### src/rtl/riscv_defines.sv
// Shared definitions for the core-side memory arbiter.
//   RISCV_ADDR_WIDTH : address width of fetch, LSU and memory buses
//   arb_state_e      : arbiter phase (IDLE / REQ_HOLD / WAIT_RESP)
//   arb_owner_e      : which requester currently owns the memory port
package riscv_defines;

    localparam int RISCV_ADDR_WIDTH = 32;

    typedef enum logic [1:0] {
        IDLE      = 2'd0,
        REQ_HOLD  = 2'd1,
        WAIT_RESP = 2'd2
    } arb_state_e;

    typedef enum logic {
        INSTR = 1'b0,
        DATA  = 1'b1
    } arb_owner_e;

endpackage

### src/rtl/mem_arbiter_if.sv
// Bus bundle between the fetch unit, the LSU, the arbiter and the memory.
//   instr_* : fetch request / grant / response
//   data_*  : LSU request / grant / response
//   mem_*   : shared single-outstanding memory port
// Modports:
//   slave  : the arbiter side (takes requests, drives grants and memory request)
//   master : the environment side (requesters plus memory)
interface mem_arbiter_if #(
    parameter int DATA_WIDTH = 32
) ();
    import riscv_defines::*;

    logic                        instr_req_i;
    logic [RISCV_ADDR_WIDTH-1:0] instr_addr_i;
    logic                        instr_gnt_o;
    logic                        instr_rvalid_o;
    logic [DATA_WIDTH-1:0]       instr_rdata_o;

    logic                        data_req_i;
    logic                        data_we_i;
    logic [DATA_WIDTH/8-1:0]     data_be_i;
    logic [RISCV_ADDR_WIDTH-1:0] data_addr_i;
    logic [DATA_WIDTH-1:0]       data_wdata_i;
    logic                        data_gnt_o;
    logic                        data_rvalid_o;
    logic [DATA_WIDTH-1:0]       data_rdata_o;

    logic                        mem_req_o;
    logic                        mem_we_o;
    logic [DATA_WIDTH/8-1:0]     mem_be_o;
    logic [RISCV_ADDR_WIDTH-1:0] mem_addr_o;
    logic [DATA_WIDTH-1:0]       mem_wdata_o;
    logic                        mem_gnt_i;
    logic                        mem_rvalid_i;
    logic [DATA_WIDTH-1:0]       mem_rdata_i;

    modport slave (
        input  instr_req_i, instr_addr_i,
        output instr_gnt_o, instr_rvalid_o, instr_rdata_o,
        input  data_req_i, data_we_i, data_be_i, data_addr_i, data_wdata_i,
        output data_gnt_o, data_rvalid_o, data_rdata_o,
        output mem_req_o, mem_we_o, mem_be_o, mem_addr_o, mem_wdata_o,
        input  mem_gnt_i, mem_rvalid_i, mem_rdata_i
    );

    modport master (
        output instr_req_i, instr_addr_i,
        input  instr_gnt_o, instr_rvalid_o, instr_rdata_o,
        output data_req_i, data_we_i, data_be_i, data_addr_i, data_wdata_i,
        input  data_gnt_o, data_rvalid_o, data_rdata_o,
        input  mem_req_o, mem_we_o, mem_be_o, mem_addr_o, mem_wdata_o,
        output mem_gnt_i, mem_rvalid_i, mem_rdata_i
    );

endinterface

### src/rtl/mem_arbiter.sv
// Two-requester (fetch / LSU) arbiter onto one memory port with at most one
// transaction outstanding. Requests are forwarded in the same cycle they are
// seen; once a request is presented but not granted, its owner is locked
// until the grant. When both requesters compete, the LSU wins unless it was
// the last one granted, so fetches cannot be starved.
// Ports:
//   clk   : clock, all state on posedge
//   rst_n : asynchronous active-low reset
//   bus   : mem_arbiter_if.slave (fetch, LSU and memory signals)
module mem_arbiter #(
    parameter int DATA_WIDTH = 32
) (
    input  logic          clk,
    input  logic          rst_n,
    mem_arbiter_if.slave  bus
);
    import riscv_defines::*;

    localparam int BE_WIDTH = DATA_WIDTH / 8;

    arb_state_e state_q, state_d;
    arb_owner_e owner_q, owner_d;
    arb_owner_e last_q,  last_d;
    arb_owner_e pick;
    arb_owner_e cur_owner;
    logic       any_req;
    logic       issue;
    logic       granted;
    logic       resp;

    // Fresh arbitration, only consulted in IDLE.
    always_comb begin
        any_req = bus.instr_req_i | bus.data_req_i;
        if (bus.data_req_i && !(bus.instr_req_i && last_q == DATA)) begin
            pick = DATA;
        end else begin
            pick = INSTR;
        end
    end

    always_comb begin
        state_d   = state_q;
        owner_d   = owner_q;
        last_d    = last_q;
        issue     = 1'b0;
        granted   = 1'b0;
        cur_owner = owner_q;
        case (state_q)
            IDLE: begin
                if (any_req) begin
                    issue     = 1'b1;
                    cur_owner = pick;
                    owner_d   = pick;
                    if (bus.mem_gnt_i) begin
                        granted = 1'b1;
                        last_d  = pick;
                        state_d = WAIT_RESP;
                    end else begin
                        state_d = REQ_HOLD;
                    end
                end
            end
            REQ_HOLD: begin
                issue = 1'b1;
                if (bus.mem_gnt_i) begin
                    granted = 1'b1;
                    last_d  = owner_q;
                    state_d = WAIT_RESP;
                end
            end
            WAIT_RESP: begin
                if (bus.mem_rvalid_i) begin
                    state_d = IDLE;
                end
            end
            default: state_d = IDLE;
        endcase
        // Outputs are forced quiet for the whole time reset is held.
        if (!rst_n) begin
            issue   = 1'b0;
            granted = 1'b0;
        end
    end

    assign resp = rst_n && (state_q == WAIT_RESP) && bus.mem_rvalid_i;

    always_comb begin
        bus.mem_req_o      = issue;
        bus.mem_we_o       = 1'b0;
        bus.mem_be_o       = '0;
        bus.mem_addr_o     = '0;
        bus.mem_wdata_o    = '0;
        if (issue) begin
            if (cur_owner == DATA) begin
                bus.mem_we_o    = bus.data_we_i;
                bus.mem_be_o    = bus.data_be_i;
                bus.mem_addr_o  = bus.data_addr_i;
                bus.mem_wdata_o = bus.data_wdata_i;
            end else begin
                // Fetches are always full-word reads.
                bus.mem_be_o    = {BE_WIDTH{1'b1}};
                bus.mem_addr_o  = bus.instr_addr_i;
            end
        end
        bus.instr_gnt_o    = granted && (cur_owner == INSTR);
        bus.data_gnt_o     = granted && (cur_owner == DATA);
        bus.instr_rvalid_o = resp && (owner_q == INSTR);
        bus.data_rvalid_o  = resp && (owner_q == DATA);
        bus.instr_rdata_o  = bus.mem_rdata_i;
        bus.data_rdata_o   = bus.mem_rdata_i;
    end

    always_ff @(posedge clk or negedge rst_n) begin
        if (!rst_n) begin
            state_q <= IDLE;
            owner_q <= INSTR;
            last_q  <= INSTR;
        end else begin
            state_q <= state_d;
            owner_q <= owner_d;
            last_q  <= last_d;
        end
    end

endmodule

### src/flat_wrapper.sv
// flat-port wrapper written by rule: the top's interface ports become plain ports
module mem_arbiter_flat import riscv_defines::*;
#(
    parameter int DATA_WIDTH = 32
)
  (clk, rst_n, bus_instr_req_i, bus_instr_addr_i, bus_instr_gnt_o, bus_instr_rvalid_o, bus_instr_rdata_o, bus_data_req_i, bus_data_we_i, bus_data_be_i, bus_data_addr_i, bus_data_wdata_i, bus_data_gnt_o, bus_data_rvalid_o, bus_data_rdata_o, bus_mem_req_o, bus_mem_we_o, bus_mem_be_o, bus_mem_addr_o, bus_mem_wdata_o, bus_mem_gnt_i, bus_mem_rvalid_i, bus_mem_rdata_i);
  mem_arbiter_if #(.DATA_WIDTH(DATA_WIDTH)) bus_i ();
  input  logic clk;
  input  logic rst_n;
  input wire logic [$bits(bus_i.instr_req_i)-1:0] bus_instr_req_i;
  input wire logic [$bits(bus_i.instr_addr_i)-1:0] bus_instr_addr_i;
  output wire logic [$bits(bus_i.instr_gnt_o)-1:0] bus_instr_gnt_o;
  output wire logic [$bits(bus_i.instr_rvalid_o)-1:0] bus_instr_rvalid_o;
  output wire logic [$bits(bus_i.instr_rdata_o)-1:0] bus_instr_rdata_o;
  input wire logic [$bits(bus_i.data_req_i)-1:0] bus_data_req_i;
  input wire logic [$bits(bus_i.data_we_i)-1:0] bus_data_we_i;
  input wire logic [$bits(bus_i.data_be_i)-1:0] bus_data_be_i;
  input wire logic [$bits(bus_i.data_addr_i)-1:0] bus_data_addr_i;
  input wire logic [$bits(bus_i.data_wdata_i)-1:0] bus_data_wdata_i;
  output wire logic [$bits(bus_i.data_gnt_o)-1:0] bus_data_gnt_o;
  output wire logic [$bits(bus_i.data_rvalid_o)-1:0] bus_data_rvalid_o;
  output wire logic [$bits(bus_i.data_rdata_o)-1:0] bus_data_rdata_o;
  output wire logic [$bits(bus_i.mem_req_o)-1:0] bus_mem_req_o;
  output wire logic [$bits(bus_i.mem_we_o)-1:0] bus_mem_we_o;
  output wire logic [$bits(bus_i.mem_be_o)-1:0] bus_mem_be_o;
  output wire logic [$bits(bus_i.mem_addr_o)-1:0] bus_mem_addr_o;
  output wire logic [$bits(bus_i.mem_wdata_o)-1:0] bus_mem_wdata_o;
  input wire logic [$bits(bus_i.mem_gnt_i)-1:0] bus_mem_gnt_i;
  input wire logic [$bits(bus_i.mem_rvalid_i)-1:0] bus_mem_rvalid_i;
  input wire logic [$bits(bus_i.mem_rdata_i)-1:0] bus_mem_rdata_i;
  assign bus_i.instr_req_i = bus_instr_req_i;
  assign bus_i.instr_addr_i = bus_instr_addr_i;
  assign bus_instr_gnt_o = bus_i.instr_gnt_o;
  assign bus_instr_rvalid_o = bus_i.instr_rvalid_o;
  assign bus_instr_rdata_o = bus_i.instr_rdata_o;
  assign bus_i.data_req_i = bus_data_req_i;
  assign bus_i.data_we_i = bus_data_we_i;
  assign bus_i.data_be_i = bus_data_be_i;
  assign bus_i.data_addr_i = bus_data_addr_i;
  assign bus_i.data_wdata_i = bus_data_wdata_i;
  assign bus_data_gnt_o = bus_i.data_gnt_o;
  assign bus_data_rvalid_o = bus_i.data_rvalid_o;
  assign bus_data_rdata_o = bus_i.data_rdata_o;
  assign bus_mem_req_o = bus_i.mem_req_o;
  assign bus_mem_we_o = bus_i.mem_we_o;
  assign bus_mem_be_o = bus_i.mem_be_o;
  assign bus_mem_addr_o = bus_i.mem_addr_o;
  assign bus_mem_wdata_o = bus_i.mem_wdata_o;
  assign bus_i.mem_gnt_i = bus_mem_gnt_i;
  assign bus_i.mem_rvalid_i = bus_mem_rvalid_i;
  assign bus_i.mem_rdata_i = bus_mem_rdata_i;
  mem_arbiter #(.DATA_WIDTH(DATA_WIDTH)) u_core (.clk(clk), .rst_n(rst_n), .bus(bus_i));
endmodule
### config.mk
export PLATFORM = sky130hd
export DESIGN_NAME = mem_arbiter_flat
export DESIGN_NICKNAME = d
export VERILOG_FILES = /design/src/rtl/riscv_defines.sv /design/src/rtl/mem_arbiter_if.sv /design/src/rtl/mem_arbiter.sv /design/src/flat_wrapper.sv
export SDC_FILE = /design/constraint.sdc
export NUM_CORES = 1
export LEC_CHECK = 0
export BUFFER_PORTS_ARGS = -buffer_cell sky130_fd_sc_hd__buf_2
export CORE_AREA = 5 5 105 107
export DETAILED_ROUTE_END_ITERATION = 7
export DIE_AREA = 0 0 110 112
export HOLD_SLACK_MARGIN = 0.02
export PLACE_DENSITY = 0.59
export SLEW_MARGIN = 20
export SYNTH_ARGS = -nofsm -noshare
export SYNTH_HDL_FRONTEND = slang
export SYNTH_SLANG_ARGS = --single-unit
### constraint.sdc
create_clock -name clk -period 2.15 [get_ports clk]
set_input_delay 0.43 -clock clk [delete_from_list [all_inputs] [get_ports clk]]
set_output_delay 0.43 -clock clk [all_outputs]
set_load 0.005 [all_outputs]
After elaboration in Yosys (flattened, before gate mapping)
Index checks and enable logic that the tools add are counted.

storage, ports and cells
  output and inout bits = 138
  logic and storage cells = 52
  input bits = 139
  flip-flop bits (word level) = 4

cells by class
  equal/unequal tests = 6
  multiplexer cells = 27
  bitwise gates (word level) = 3
  reductions and logical operators = 13

operator list
  kind                count
  $mux 32             4
  $mux 1              13
  $logic_and 1x1->1   8
  $mux 2              4
  $mux 4              2
  $ne 2x2->1 const B  3
  $pmux 1 s2          3
  $pmux 2 s3          1
  $reduce_and 4->1    1
  $reduce_and 3->1    1
  $eq 2x1->1 const B  1
  $eq 2x2->1 const B  1
  $logic_not 2->1     1
  $ne 2x1->1 const B  1
  $not 1->1           2
  $reduce_bool 2->1   1
  $logic_not 1->1     1
  $or 1x1->1          1

Depth between registers and ports, before layout
  depth after elaboration = 8
  depth in mapped cells = 6
  gate-level depth less buffers = 4

Worst setup path before layout
No wires, ideal clock.

  kind = register -> output
  from = register u_core.state_q[0]
  to = output bus_mem_addr_o[10]
  stages on the path, launching flop included = 7
  data arrival time = 1.581 ns
  path slack = 0.139 ns
  buffers on the path = 2
  required time = 1.720 ns
  cells stage by stage = dfrtp_1 or3b_1 a32oi_4 inv_2 buf_6 buf_6 mux2i_1

on the way
  cells in the longest elaborated chain, start to end = 4
  elaborated cells on any way between the ends = 7
  classes of those cells = eq/ne (1); mux (5); reduce/logical (1)

ends and longest elaborated chain
  element                                        line                                  source
  start: declaration                             mem_arbiter.sv:21                     arb_state_e state_q, state_d;
  start signal: assignment                       mem_arbiter.sv:119                    state_q <= state_d;
  $eq 2x1->1 or $logic_not 2->1 (tied branches)  mem_arbiter.sv:48                     case (state_q)
  $pmux 1 s2 or $mux 1 (tied branches)           --
  $mux 1 or $mux 32 (tied branches)              mem_arbiter.sv:79, mem_arbiter.sv:94
  $mux 32 *                                      mem_arbiter.sv:93                     if (issue) begin
  end: declaration                               flat_wrapper.sv:26                    output wire logic [$bits(bus_i.mem_addr_o)-1:0] bus_mem_addr_o;

Mark *: on every way between the ends. The rest lies on a longest branch, timed or not.

Worst setup path after layout
  from = register u_core.state_q[0]
  to = output bus_mem_addr_o[3]

Same word-level chain as after synthesis.

==> flow_summary.ini <==
[drt]
drc = 0
vias_per_cell = 4.40
dr_wl_met2_mm = 3.99
top_layer_used = met4
initialDrtViolationCount = 125
post_drt_wl_per_cell_um = 15.5
wirelength_mm = 7.66
route.met3.wl_mm = 1.02
drt-met1-wl_mm = 2.47
vias = 2180
dr.pass1.iters = 4
ant_nets = 0

[logic_synthesis]
synthTopCellsByArea = buf_4, mux2i_1, nand3_1, and3_1, dfrtp_1
synth_nets = 387
syn_area_per_cell_um2 = 7.03
ys.flop_type = dfrtp_1
synth_area_um2 = 1740
synth_top_cell_area_share = 0.276
yosys_warnings = 0
synth_seq_cells = 4
seq_area_frac_synth = 0.0574
yosysTopAreaCell = buf_4
yosysUniqueCellTypes = 24
synthCells = 248
synth_edf_count = 0
async_flop_share = 1.00

[worst_setup_path]
worstSetupStartpointType = register
worst_path_largest_cell_delay_ns = 0.41
critPathArrivalTime_ns = 1.82
crit_type = reg2out
worst_path_max_delay_cell = or3b_4
crit_path_cell_trace = or3b_4 -> a32oi_4 -> inv_4 -> buf_12 -> mux2i_1 -> buf_2
worst_setup_path_end_kind = output port
cp_top_family = buffers and inverters
worstPathRequired_ns = 1.72
crit_path_max_fanout = 27
path_buf_inv = 3

[clock_tree]
cts_sinks = 4
hold_buffers = 0
clock_latency_ns = 0.22
cts_root_buffer = clkbuf_8
cts_buffer_depth = 2
cts_buffers = 3
cts_tree = done
htreeDepth = 1
clk_pin_slew_worst_paths_ns = 0.03

[job]
max_cap_viol_count = 0

[pwr]
power.leakage_uw = 0.00152
power_density_nw_per_um2 = 541
ir_drop_v = 0.000233

[floorplan]
fp.dieH_um = 112
io_pins = 277
start_util = 0.173
core_um2 = 10000
fp-row-count = 37
die_width_um = 110
die-area_um2 = 12300

[global_routing]
grt_pass1_wl_mm = 10.6
grt_pass1_vias = 2103
grt_util_all_layers = 0.107
grt_start_max_net_pins = 41
antenna_found_initial = 0
grt_overflow_total = 0

[status]
violations = setup timing
status = finished, violations left

[timing]
slew_headroom = 0.729
skew_ns = 0.00125
rsz0062_at_grt = true
fmax_mhz = 444
post-route-period-util = 1.05
tightestPinTransition_ns = 0.407
setup_viol = 67
fin_ws_ns = -0.103
hold_violations = 0
drv_slew = 0
post-route-min-period_ns = 2.25

[finish]
nNetsFinal = 500
antenna_cells = 0
area_growth_syn_to_layout_pct = 46.1
drive_gt1_frac = 0.591
final_cell_count_no_fill = 495

[hold_path]
hold_class = in2async

[placed_design]
hpwl_mm = 6.13
placed_cells = 490
gp_congestion = 0.751
port_buffers = 180
place_ws_ns = -0.0230
## path summary, 6_finish.rpt
check | from | end | slack, ns | cells past startpoint
max | u_core.state_q[0] | bus_mem_addr_o[3] | -0.10 | 6
min | rst_n | u_core.state_q[0] | 0.12 | 2
max reg2reg | u_core.state_q[0] | u_core.last_q | 0.53 | 5
min reg2reg | u_core.last_q | u_core.last_q | 0.53 | 2
max in group asynchronous | rst_n | u_core.owner_q | 1.91 | 2
min in group clk | bus_mem_gnt_i | u_core.state_q[0] | 0.39 | 2
## sequential cells by signal, indices dropped and copies added (netlist names)
name	count
u_core.state_q	2
u_core.last_q	1
u_core.owner_q	1
## cells in the final DEF (no fill, tap or decap), types with 2 or more instances in the layout
cell type,instances
o21a_1,4
buf_2,174
nand3_1,65
buf_12,4
and3b_1,2
and3_1,29
buf_4,11
and3_4,6
buf_6,7
clkbuf_8,3
mux2i_1,32
nor3b_1,3
dfrtp_1,4
## metal layers
metal | GRT usage | vias to the layer above
li1 | - | 1032
met1 | 0.101 | 995
met2 | 0.214 | 121
met3 | 0.0226 | 32
met4 | 0.0424 | 0
met5 | 0 | -
## logic make-up after synthesis
family,share of synthesized area
compound gates,0.0366
buf+inv,0.351
flops,0.0574
mux,0.190
simple gates,0.365
## Yosys cell counts (all sizes together) (2+ instances only)
library cell,instances
o21a,4
clkbuf,17
buf,72
mux2i,33
dfrtp,4
nor3b,3
inv,2
and3,35
and3b,2
nand3,65
## cell type report
type,instances,area [µm²]
inverters,2,10.0
well taps,136,170
repair buffers,197,1140
flip-flops and latches,4,100
clock buffers,3,41.3
multi-input cells,153,1080
fillers,1137,7500
## stage by stage
step           instance area, µm²  hold slack (ns)  total power, µW  setup TNS [ns]  utilization
2_1_floorplan                1740            0.134              808               0            -
3_3_place_gp                 2370            0.344             1070        -0.00390        0.236
3_5_place_dp                 2370            0.350             1090         -0.0458        0.236
4_1_cts                      2470            0.122             1350           -5.06        0.246
5_1_grt                      2550            0.138             1490           -8.20        0.253
6_report                     2550            0.123             1380           -4.96        0.253
## worst reg2reg max path, delay by kind of cell (launching register included)
| kind | cells | cell delay [ns] |
|---|---|---|
| muxes | 1 | 0.11 |
| DFF | 1 | 0.39 |
| buffers and inverters | 2 | 0.30 |
| and+or+nand+nor | 2 | 0.69 |
## timing repair
action                                  in CTS  in global routing
setup buffers                                1                  0
pin swaps                                    0                  1
gates cloned                                 1                  0
endpoints found under the setup margin      67                 71
gates resized for setup                      7                 14
## power breakdown
part | switching, µW | internal, µW
clock | 37.9 | 119
combinational | 540 | 565
sequential | 19.3 | 97.0
Note: power is estimated with default switching activity, not from simulation.
